## config.mk

```make
export PLATFORM = sky130hd
export DESIGN_NAME = lsu
export DESIGN_NICKNAME = d
export VERILOG_FILES = /design/src/rtl/lsu_pkg.sv /design/src/rtl/lsu_align.sv /design/src/rtl/lsu.sv
export SDC_FILE = /design/constraint.sdc
export NUM_CORES = 1
export LEC_CHECK = 0
export CORE_MARGIN = 2
export CORE_UTILIZATION = 45
export CTS_CLUSTER_DIAMETER = 100
export DETAILED_ROUTE_END_ITERATION = 7
export PLACE_DENSITY_LB_ADDON = 0.2
export SYNTH_ARGS = -nofsm -noshare
export SYNTH_HDL_FRONTEND = slang
export SYNTH_SLANG_ARGS = --single-unit
export TNS_END_PERCENT = 5
```

## constraint.sdc

```tcl
create_clock -name clk_i -period 4.2 [get_ports clk_i]
set_input_delay 0.84 -clock clk_i [delete_from_list [all_inputs] [get_ports clk_i]]
set_output_delay 0.84 -clock clk_i [all_outputs]
set_load 0.05 [all_outputs]
```

## src/rtl/lsu_pkg.sv

```systemverilog
// -----------------------------------------------------------------------------
// lsu_pkg
// Shared definitions for the load/store unit. Contains the one-hot bit indices
// of the decoder's load/store vectors, the FSM state encoding, the access-size
// encoding and small decode helpers.
// -----------------------------------------------------------------------------
package lsu_pkg;

    // Bit positions inside load_i (one-hot {lwu,lhu,lbu,ld,lw,lh,lb})
    localparam int LD_LB  = 0;
    localparam int LD_LH  = 1;
    localparam int LD_LW  = 2;
    localparam int LD_LD  = 3;
    localparam int LD_LBU = 4;
    localparam int LD_LHU = 5;
    localparam int LD_LWU = 6;
    localparam int N_LD   = 7;

    // Bit positions inside store_i (one-hot {sd,sw,sh,sb})
    localparam int ST_SB  = 0;
    localparam int ST_SH  = 1;
    localparam int ST_SW  = 2;
    localparam int ST_SD  = 3;
    localparam int N_ST   = 4;

    // Transaction FSM state encoding
    typedef enum logic [1:0] {
        S_IDLE = 2'd0,
        S_REQ  = 2'd1,
        S_WAIT = 2'd2,
        S_DONE = 2'd3
    } lsu_state_e;

    // Access size
    typedef enum logic [1:0] {
        SZ_B = 2'd0,
        SZ_H = 2'd1,
        SZ_W = 2'd2,
        SZ_D = 2'd3
    } acc_size_e;

    // True when exactly one bit of the combined {store,load} vector is set
    function automatic logic is_onehot(input logic [N_LD+N_ST-1:0] v);
        logic res;
        res = (v != 11'd0) && ((v & (v - 11'd1)) == 11'd0);
        return res;
    endfunction

    // True when the byte offset is a multiple of the access size
    function automatic logic is_aligned(input acc_size_e sz, input logic [2:0] off);
        logic res;
        case (sz)
            SZ_B:    res = 1'b1;
            SZ_H:    res = (off[0] == 1'b0);
            SZ_W:    res = (off[1:0] == 2'b00);
            SZ_D:    res = (off == 3'b000);
            default: res = 1'b0;
        endcase
        return res;
    endfunction

endpackage

```

## src/rtl/lsu_align.sv

```systemverilog
// -----------------------------------------------------------------------------
// lsu_align
// Combinational lane logic shared between the multi-cycle LSU and the future
// pipelined core: store byte-enable / lane replication and load extraction
// with sign or zero extension.
//   off_i       byte offset within the dword (addr[2:0])
//   size_i      access size
//   unsigned_i  1 = zero-extend loads (lbu/lhu/lwu)
//   st_data_i   raw store data (rs2)
//   ld_raw_i    aligned dword returned by memory
//   st_wstrb_o  byte enables for the store
//   st_wdata_o  store data replicated onto every lane of its size
//   ld_data_o   formatted load result
// -----------------------------------------------------------------------------
module lsu_align
    import lsu_pkg::*;
(
    input  logic [2:0]  off_i,
    input  acc_size_e   size_i,
    input  logic        unsigned_i,
    input  logic [63:0] st_data_i,
    input  logic [63:0] ld_raw_i,
    output logic [7:0]  st_wstrb_o,
    output logic [63:0] st_wdata_o,
    output logic [63:0] ld_data_o
);

    logic [63:0] shifted_s;

    // Lane selection and extension by access size
    always_comb begin
        // Bring the addressed byte down to lane 0 before extracting
        shifted_s = ld_raw_i >> {off_i, 3'b000};
        case (size_i)
            SZ_B: begin
                st_wstrb_o = 8'h01 << off_i;
                st_wdata_o = {8{st_data_i[7:0]}};
                if (unsigned_i) begin
                    ld_data_o = {56'd0, shifted_s[7:0]};
                end else begin
                    ld_data_o = {{56{shifted_s[7]}}, shifted_s[7:0]};
                end
            end
            SZ_H: begin
                st_wstrb_o = 8'h03 << off_i;
                st_wdata_o = {4{st_data_i[15:0]}};
                if (unsigned_i) begin
                    ld_data_o = {48'd0, shifted_s[15:0]};
                end else begin
                    ld_data_o = {{48{shifted_s[15]}}, shifted_s[15:0]};
                end
            end
            SZ_W: begin
                st_wstrb_o = 8'h0F << off_i;
                st_wdata_o = {2{st_data_i[31:0]}};
                if (unsigned_i) begin
                    ld_data_o = {32'd0, shifted_s[31:0]};
                end else begin
                    ld_data_o = {{32{shifted_s[31]}}, shifted_s[31:0]};
                end
            end
            SZ_D: begin
                st_wstrb_o = 8'hFF;
                st_wdata_o = st_data_i;
                ld_data_o  = shifted_s;
            end
            default: begin
                st_wstrb_o = 8'h00;
                st_wdata_o = 64'd0;
                ld_data_o  = 64'd0;
            end
        endcase
    end

endmodule

```

## src/rtl/lsu.sv

```systemverilog
// -----------------------------------------------------------------------------
// lsu
// Load/store unit behind the execute stage. Accepts one access, runs a
// request/grant + response transaction on the data-memory port, and returns a
// formatted load result together with a one-cycle done pulse. busy_o stalls
// the PC while an access is in flight.
//   clk_i, rst_i            clock, synchronous active-high reset
//   in_valid_i, load_i,
//   store_i, addr_i,
//   wdata_i                 access request from execute
//   mem_*                   data-memory request/response port
//   busy_o                  access in flight (REQ/WAIT/DONE)
//   done_o, wen_o, err_o,
//   rdata_o                 completion pulse, write-back enable, error flag
//                           and held load result
// -----------------------------------------------------------------------------
module lsu
    import lsu_pkg::*;
#(
    parameter int XLEN        = 64,
    parameter int TIMEOUT_CYC = 256
) (
    input  logic             clk_i,
    input  logic             rst_i,
    input  logic             in_valid_i,
    input  logic [N_LD-1:0]  load_i,
    input  logic [N_ST-1:0]  store_i,
    input  logic [XLEN-1:0]  addr_i,
    input  logic [XLEN-1:0]  wdata_i,
    output logic             mem_req_o,
    input  logic             mem_gnt_i,
    output logic             mem_we_o,
    output logic [XLEN-1:0]  mem_addr_o,
    output logic [7:0]       mem_wstrb_o,
    output logic [63:0]      mem_wdata_o,
    input  logic             mem_rvalid_i,
    input  logic [63:0]      mem_rdata_i,
    output logic             busy_o,
    output logic             done_o,
    output logic             wen_o,
    output logic [XLEN-1:0]  rdata_o,
    output logic             err_o
);

    localparam int CNT_W = (TIMEOUT_CYC > 2) ? $clog2(TIMEOUT_CYC) : 1;
    localparam logic [CNT_W-1:0] CNT_LAST = CNT_W'(TIMEOUT_CYC - 1);

    lsu_state_e      state_q, state_d;
    logic [CNT_W-1:0] cnt_q, cnt_d;

    logic [XLEN-1:0] addr_q;
    logic [XLEN-1:0] wdata_q;
    acc_size_e       size_q;
    logic            uns_q;
    logic            we_q;
    logic            err_q;
    logic            wen_q;
    logic [XLEN-1:0] rdata_q;

    logic [N_LD+N_ST-1:0] acc_s;
    logic            req_any_s;
    logic            start_ok_s;
    acc_size_e       dec_size_s;
    logic            dec_uns_s;
    logic            resp_s;
    logic            tmo_s;
    logic [7:0]      strb_s;
    logic [63:0]     st_wdata_s;
    logic [63:0]     ld_data_s;

    lsu_align u_align (
        .off_i      (addr_q[2:0]),
        .size_i     (size_q),
        .unsigned_i (uns_q),
        .st_data_i  (wdata_q),
        .ld_raw_i   (mem_rdata_i),
        .st_wstrb_o (strb_s),
        .st_wdata_o (st_wdata_s),
        .ld_data_o  (ld_data_s)
    );

    // Decode the incoming access and the transaction exit conditions
    always_comb begin
        acc_s     = {store_i, load_i};
        req_any_s = in_valid_i && (acc_s != 11'd0);
        dec_uns_s = load_i[LD_LBU] | load_i[LD_LHU] | load_i[LD_LWU];
        if (load_i[LD_LB] | load_i[LD_LBU] | store_i[ST_SB]) begin
            dec_size_s = SZ_B;
        end else if (load_i[LD_LH] | load_i[LD_LHU] | store_i[ST_SH]) begin
            dec_size_s = SZ_H;
        end else if (load_i[LD_LW] | load_i[LD_LWU] | store_i[ST_SW]) begin
            dec_size_s = SZ_W;
        end else begin
            dec_size_s = SZ_D;
        end
        start_ok_s = req_any_s && is_onehot(acc_s) && is_aligned(dec_size_s, addr_i[2:0]);
        resp_s     = (state_q == S_WAIT) && mem_rvalid_i;
        // A response arriving in the last allowed cycle still wins over the abort
        tmo_s      = ((state_q == S_REQ) || (state_q == S_WAIT)) &&
                     (cnt_q == CNT_LAST) && !resp_s;
    end

    // State register
    always_ff @(posedge clk_i) begin
        if (rst_i) begin
            state_q <= S_IDLE;
        end else begin
            state_q <= state_d;
        end
    end

    // Next-state logic
    always_comb begin
        state_d = state_q;
        case (state_q)
            S_IDLE: begin
                if (req_any_s) begin
                    state_d = start_ok_s ? S_REQ : S_DONE;
                end else begin
                    state_d = S_IDLE;
                end
            end
            S_REQ: begin
                if (tmo_s) begin
                    state_d = S_DONE;
                end else if (mem_gnt_i) begin
                    state_d = S_WAIT;
                end else begin
                    state_d = S_REQ;
                end
            end
            S_WAIT: begin
                if (resp_s || tmo_s) begin
                    state_d = S_DONE;
                end else begin
                    state_d = S_WAIT;
                end
            end
            S_DONE:  state_d = S_IDLE;
            default: state_d = S_IDLE;
        endcase
    end

    // Output logic
    always_comb begin
        busy_o      = (state_q != S_IDLE);
        mem_req_o   = (state_q == S_REQ);
        done_o      = (state_q == S_DONE);
        wen_o       = (state_q == S_DONE) && wen_q;
        err_o       = (state_q == S_DONE) && err_q;
        rdata_o     = rdata_q;
        mem_we_o    = we_q;
        mem_addr_o  = {addr_q[XLEN-1:3], 3'b000};
        // Loads drive no byte enables or data
        if (we_q) begin
            mem_wstrb_o = strb_s;
            mem_wdata_o = st_wdata_s;
        end else begin
            mem_wstrb_o = 8'h00;
            mem_wdata_o = 64'd0;
        end
    end

    // Timeout counter next value: counts only while a memory access is open
    always_comb begin
        if ((state_q == S_REQ) || (state_q == S_WAIT)) begin
            cnt_d = cnt_q + 1'b1;
        end else begin
            cnt_d = {CNT_W{1'b0}};
        end
    end

    // Access latch, completion status and held load result
    always_ff @(posedge clk_i) begin
        if (rst_i) begin
            cnt_q   <= {CNT_W{1'b0}};
            addr_q  <= {XLEN{1'b0}};
            wdata_q <= {XLEN{1'b0}};
            size_q  <= SZ_B;
            uns_q   <= 1'b0;
            we_q    <= 1'b0;
            err_q   <= 1'b0;
            wen_q   <= 1'b0;
            rdata_q <= {XLEN{1'b0}};
        end else begin
            cnt_q <= cnt_d;
            if (state_q == S_IDLE && start_ok_s) begin
                addr_q  <= addr_i;
                wdata_q <= wdata_i;
                size_q  <= dec_size_s;
                uns_q   <= dec_uns_s;
                we_q    <= |store_i;
            end else if (state_q == S_IDLE && req_any_s) begin
                // Rejected access: no memory traffic, report error directly
                err_q   <= 1'b1;
                wen_q   <= 1'b0;
                rdata_q <= {XLEN{1'b0}};
            end else if (resp_s) begin
                err_q <= 1'b0;
                wen_q <= !we_q;
                // A store has no write-back value, so the result reads as zero
                if (we_q) begin
                    rdata_q <= {XLEN{1'b0}};
                end else begin
                    rdata_q <= ld_data_s;
                end
            end else if (tmo_s) begin
                err_q   <= 1'b1;
                wen_q   <= 1'b0;
                rdata_q <= {XLEN{1'b0}};
            end else begin
                err_q <= err_q;
            end
        end
    end

endmodule
```

==> results.ini <==
[worst_hold_path]
hold_path_class = reg2reg

[clocking]
clock_latency_ns = 0.53
cts.sinks = 208
clk_pin_slew_ns = 0.06
cts_max_level = 1
cts.repair.resized = 0
root_buffer = clkbuf_16
cts_tree = built
clock_path_buffers = 3
postCtsSetupBuffers = 0
cts_buffers = 25
cts_hold_buf = 0

[critical_path]
crit_slowest_cell = nand2_1
crit_chain = ha_1, buf_4, inv_1, nand2_1, nand2_1, a21oi_1, buf_12
critPathRequiredTime_ns = 3.36
timing.rr.start = addr_q[1]
worstSetupStartpoint = size_q[0]
r2r_end = rdata_o[38]
path_class = reg2out
critPathCapture = mem_wdata_o[18]
worst-path-max-fanout = 20
startpoint_type = register
worst-path-stages = 7
end_kind = output port
r2r_cells = 8
cp_top_family = simple AND/OR/NAND/NOR gates
cp_common_cell = nand2_1
rrSetupSlack_ns = 1.06
path_buf_inv = 3
critPathMaxStageDelay_ns = 0.68
arrival_ns = 2.90

[yosys]
synth_edf_count = 0
synth.area.top_cells = dfxtp_1 (38%), a21oi_1 (13%), nand2_1 (11%), mux2i_1 (4.5%), buf_4 (4.5%)
synth_top_family_by_area = compound AO/OA/AOI/OAI gates
synthXorXnorAreaFrac_pct = 0.4825
ys_seq_elements = 208
synth.distinct_cells = 58
syn-instance-count = 1394
async_flop_share_pct = 0
synth_top_cells_by_count = nand2_1 (327), a21oi_1 (274), dfxtp_1 (208)
seq_area_frac_synth_pct = 38.24
synthFlopType = dfxtp_1
synth_top_area_share_pct = 38.24
synth-compound-area-share_pct = 24.41
synth_top_area_cell = dfxtp_1
synth_area_sq_um = 10890
synth_warnings = 0
yosys.area_share.adder_pct = 1.241
yosys.area_share.simple_pct = 17.14
syn_avg_cell_area_sq_um = 7.812
muxShareOfSynthArea_pct = 9.674
synth.most_common_cell = nand2_1

[placement]
port_buffers = 410
gp_congestion = 0.9685
place_ws_ns = 0.1992
dp_cells = 1979
place_area_sq_um = 14870
dp_hpwl_mm = 28.65

[power_and_ir_drop]
vdd_ir_drop_max_mv = 0.2744
cellPowerDensity_nw_per_um2 = 321.4
p_leak_nw = 5.469
p_total_w = 0.005063

[cells_and_area]
finalInstanceArea_sq_um = 15760
final_nets = 1905
synthToLayoutAreaGrowth_pct = 44.67
final_cells = 2026
drive_above_1_share_pct = 10.33

[sta]
rsz0062_at_grt = false
maxSlewHeadroom_pct = 30.28
skew_ns = 0.009358
totalNegativeSetupSlack_ns = 0
worstMarginPinSlew_ns = 1.046
finalHoldViolCount = 0
slew_violations = 0
fin_crit_sh_pct = 89.02
final.setup.worst_slack_ns = 0.4613
setup_violations = 0
fin_crit_ns = 3.739
max_freq_mhz = 267.5

[floorplan]
die_area_sq_um = 25460
core.rowCount = 56
die_x_um = 159.6
io_pins = 414
core_area_sq_um = 23610
initial_utilization_pct = 46.12
die_y_um = 159.6

[routing]
post-route-drc-count = 0
drt_pre_antenna_iters = 6
viasPerCell = 5.626
via_count = 11398
wl_mm = 39.96
drt_iter0_markers = 1042
ant_nets = 0
routedWlPerCell_um = 19.72

[status]
status = finished clean

[grt]
grt_start_max_net_pins = 115
antenna_found_initial = 4
overflow = 0
grt_pass1_vias = 10731
grt_pass1_wl_mm = 61.40
track_usage_pct = 29.84

[job]
cap_violations = 0

==> state kept, by name, indices dropped and copies added (netlist names) <==
register and cells:
uns_q 1, size_q 2, cnt_q 8, err_q 1
addr_q 64, state_q 2, wen_q 1, mem_we_o 1
wdata_q 64, rdata_o 64
==> power breakdown <==
part / total (W) / switching (W) / internal (W)
Sequential: 0.00204 / 0.0000275 / 0.00202
Combinational: 0.000716 / 0.000389 / 0.000326
Clock: 0.00230 / 0.000862 / 0.00144
Total: 0.00506 / 0.00128 / 0.00378
==> kinds of logic after synthesis <==
logic type	Yosys count
DFF	208
xor gates and xnor gates	6
other	1
AOI/OAI and AO/OA	449
adders and majority gates	11
and+or+nand+nor	451
buffers and inverters	184
muxes	84
==> cell usage in the layout, fill, tap and decap left out, types with 4 or more instances in the layout <==
| cell type | instances |
|---|---|
| diode_2 | 4 |
| o21ai_0 | 35 |
| nand3_1 | 8 |
| nor2b_1 | 7 |
| a22o_1 | 10 |
| clkbuf_16 | 26 |
| buf_4 | 65 |
| a22oi_1 | 38 |
| inv_1 | 12 |
| mux2i_1 | 49 |
| clkbuf_8 | 4 |
| mux4_2 | 15 |
| o21ai_1 | 9 |
| buf_12 | 25 |
| nand2b_1 | 7 |
| and2_1 | 13 |
| o2bb2ai_1 | 34 |
| nand2_1 | 327 |
| o21a_1 | 7 |
| ha_1 | 10 |
| a211oi_1 | 4 |
| dfxtp_1 | 206 |
| nor4_1 | 6 |
| clkbuf_1 | 6 |
| clkdlybuf4s50_1 | 346 |
| nor3_1 | 7 |
| nor2_1 | 58 |
| mux2_2 | 20 |
| bufinv_16 | 4 |
| xor2_1 | 5 |
| a21oi_1 | 274 |
| a21o_1 | 8 |
| or2_2 | 4 |
| o221ai_1 | 4 |
==> per-stage QoR <==
| step | utilization (%) | hold slack (ns) |
|---|---|---|
| 2_1_floorplan | - | 0.4242 |
| 3_3_place_gp | 62.99 | 0.4364 |
| 3_5_place_dp | 62.99 | 0.4436 |
| 4_1_cts | 66.68 | 0.4516 |
| 5_1_grt | 66.72 | 0.4641 |
| 6_report | 66.72 | 0.4476 |
==> area by class of cell <==
| cell class | instances | area (sq um) |
|---|---|---|
| Multi-Input combinational cell | 1004 | 5808 |
| Inverter | 12 | 45.04 |
| Antenna cell | 4 | 10.01 |
| Sequential cell | 208 | 4169 |
| Clock inverter | 7 | 143.9 |
| Fill cell | 2025 | 7858 |
| Tap cell | 319 | 399.1 |
| Clock buffer | 36 | 728.2 |
| Timing Repair Buffer | 436 | 4452 |
==> how the worst min path moves through the flow <==
stage / depth (start not counted) / slack (ns) / start / to
global route: 1 / 0.46 / cnt_q[0] / cnt_q[0]
finish: 2 / 0.45 / addr_q[8] / addr_q[8]
CTS: 2 / 0.45 / addr_q[44] / addr_q[44]
floorplan: 1 / 0.42 / wen_q / wen_q
detailed placement: 2 / 0.44 / addr_q[44] / addr_q[44]
global placement: 2 / 0.44 / addr_q[52] / addr_q[52]
==> worst register-to-register path, stage by stage, from the launching register on <==
cell and delay [ns]:
dfxtp_2 0.50, buf_4 0.57, mux2i_1 0.35, mux2i_1 0.13, a21oi_1 0.38, o21ai_0 0.21, nand2b_1 0.39, buf_4 0.34
o2bb2ai_1 0.12
==> routing by layer <==
metal  part of all wire (%)  track usage [%]  vias to the layer above
li1                       -                -                     5389
met1                     41            39.03                     5327
met2                     45            47.11                      576
met3                    9.6            7.632                      106
met4                    4.1            11.90                        0
met5                      0                0                        -
Note: power is estimated with default switching activity, not from simulation.
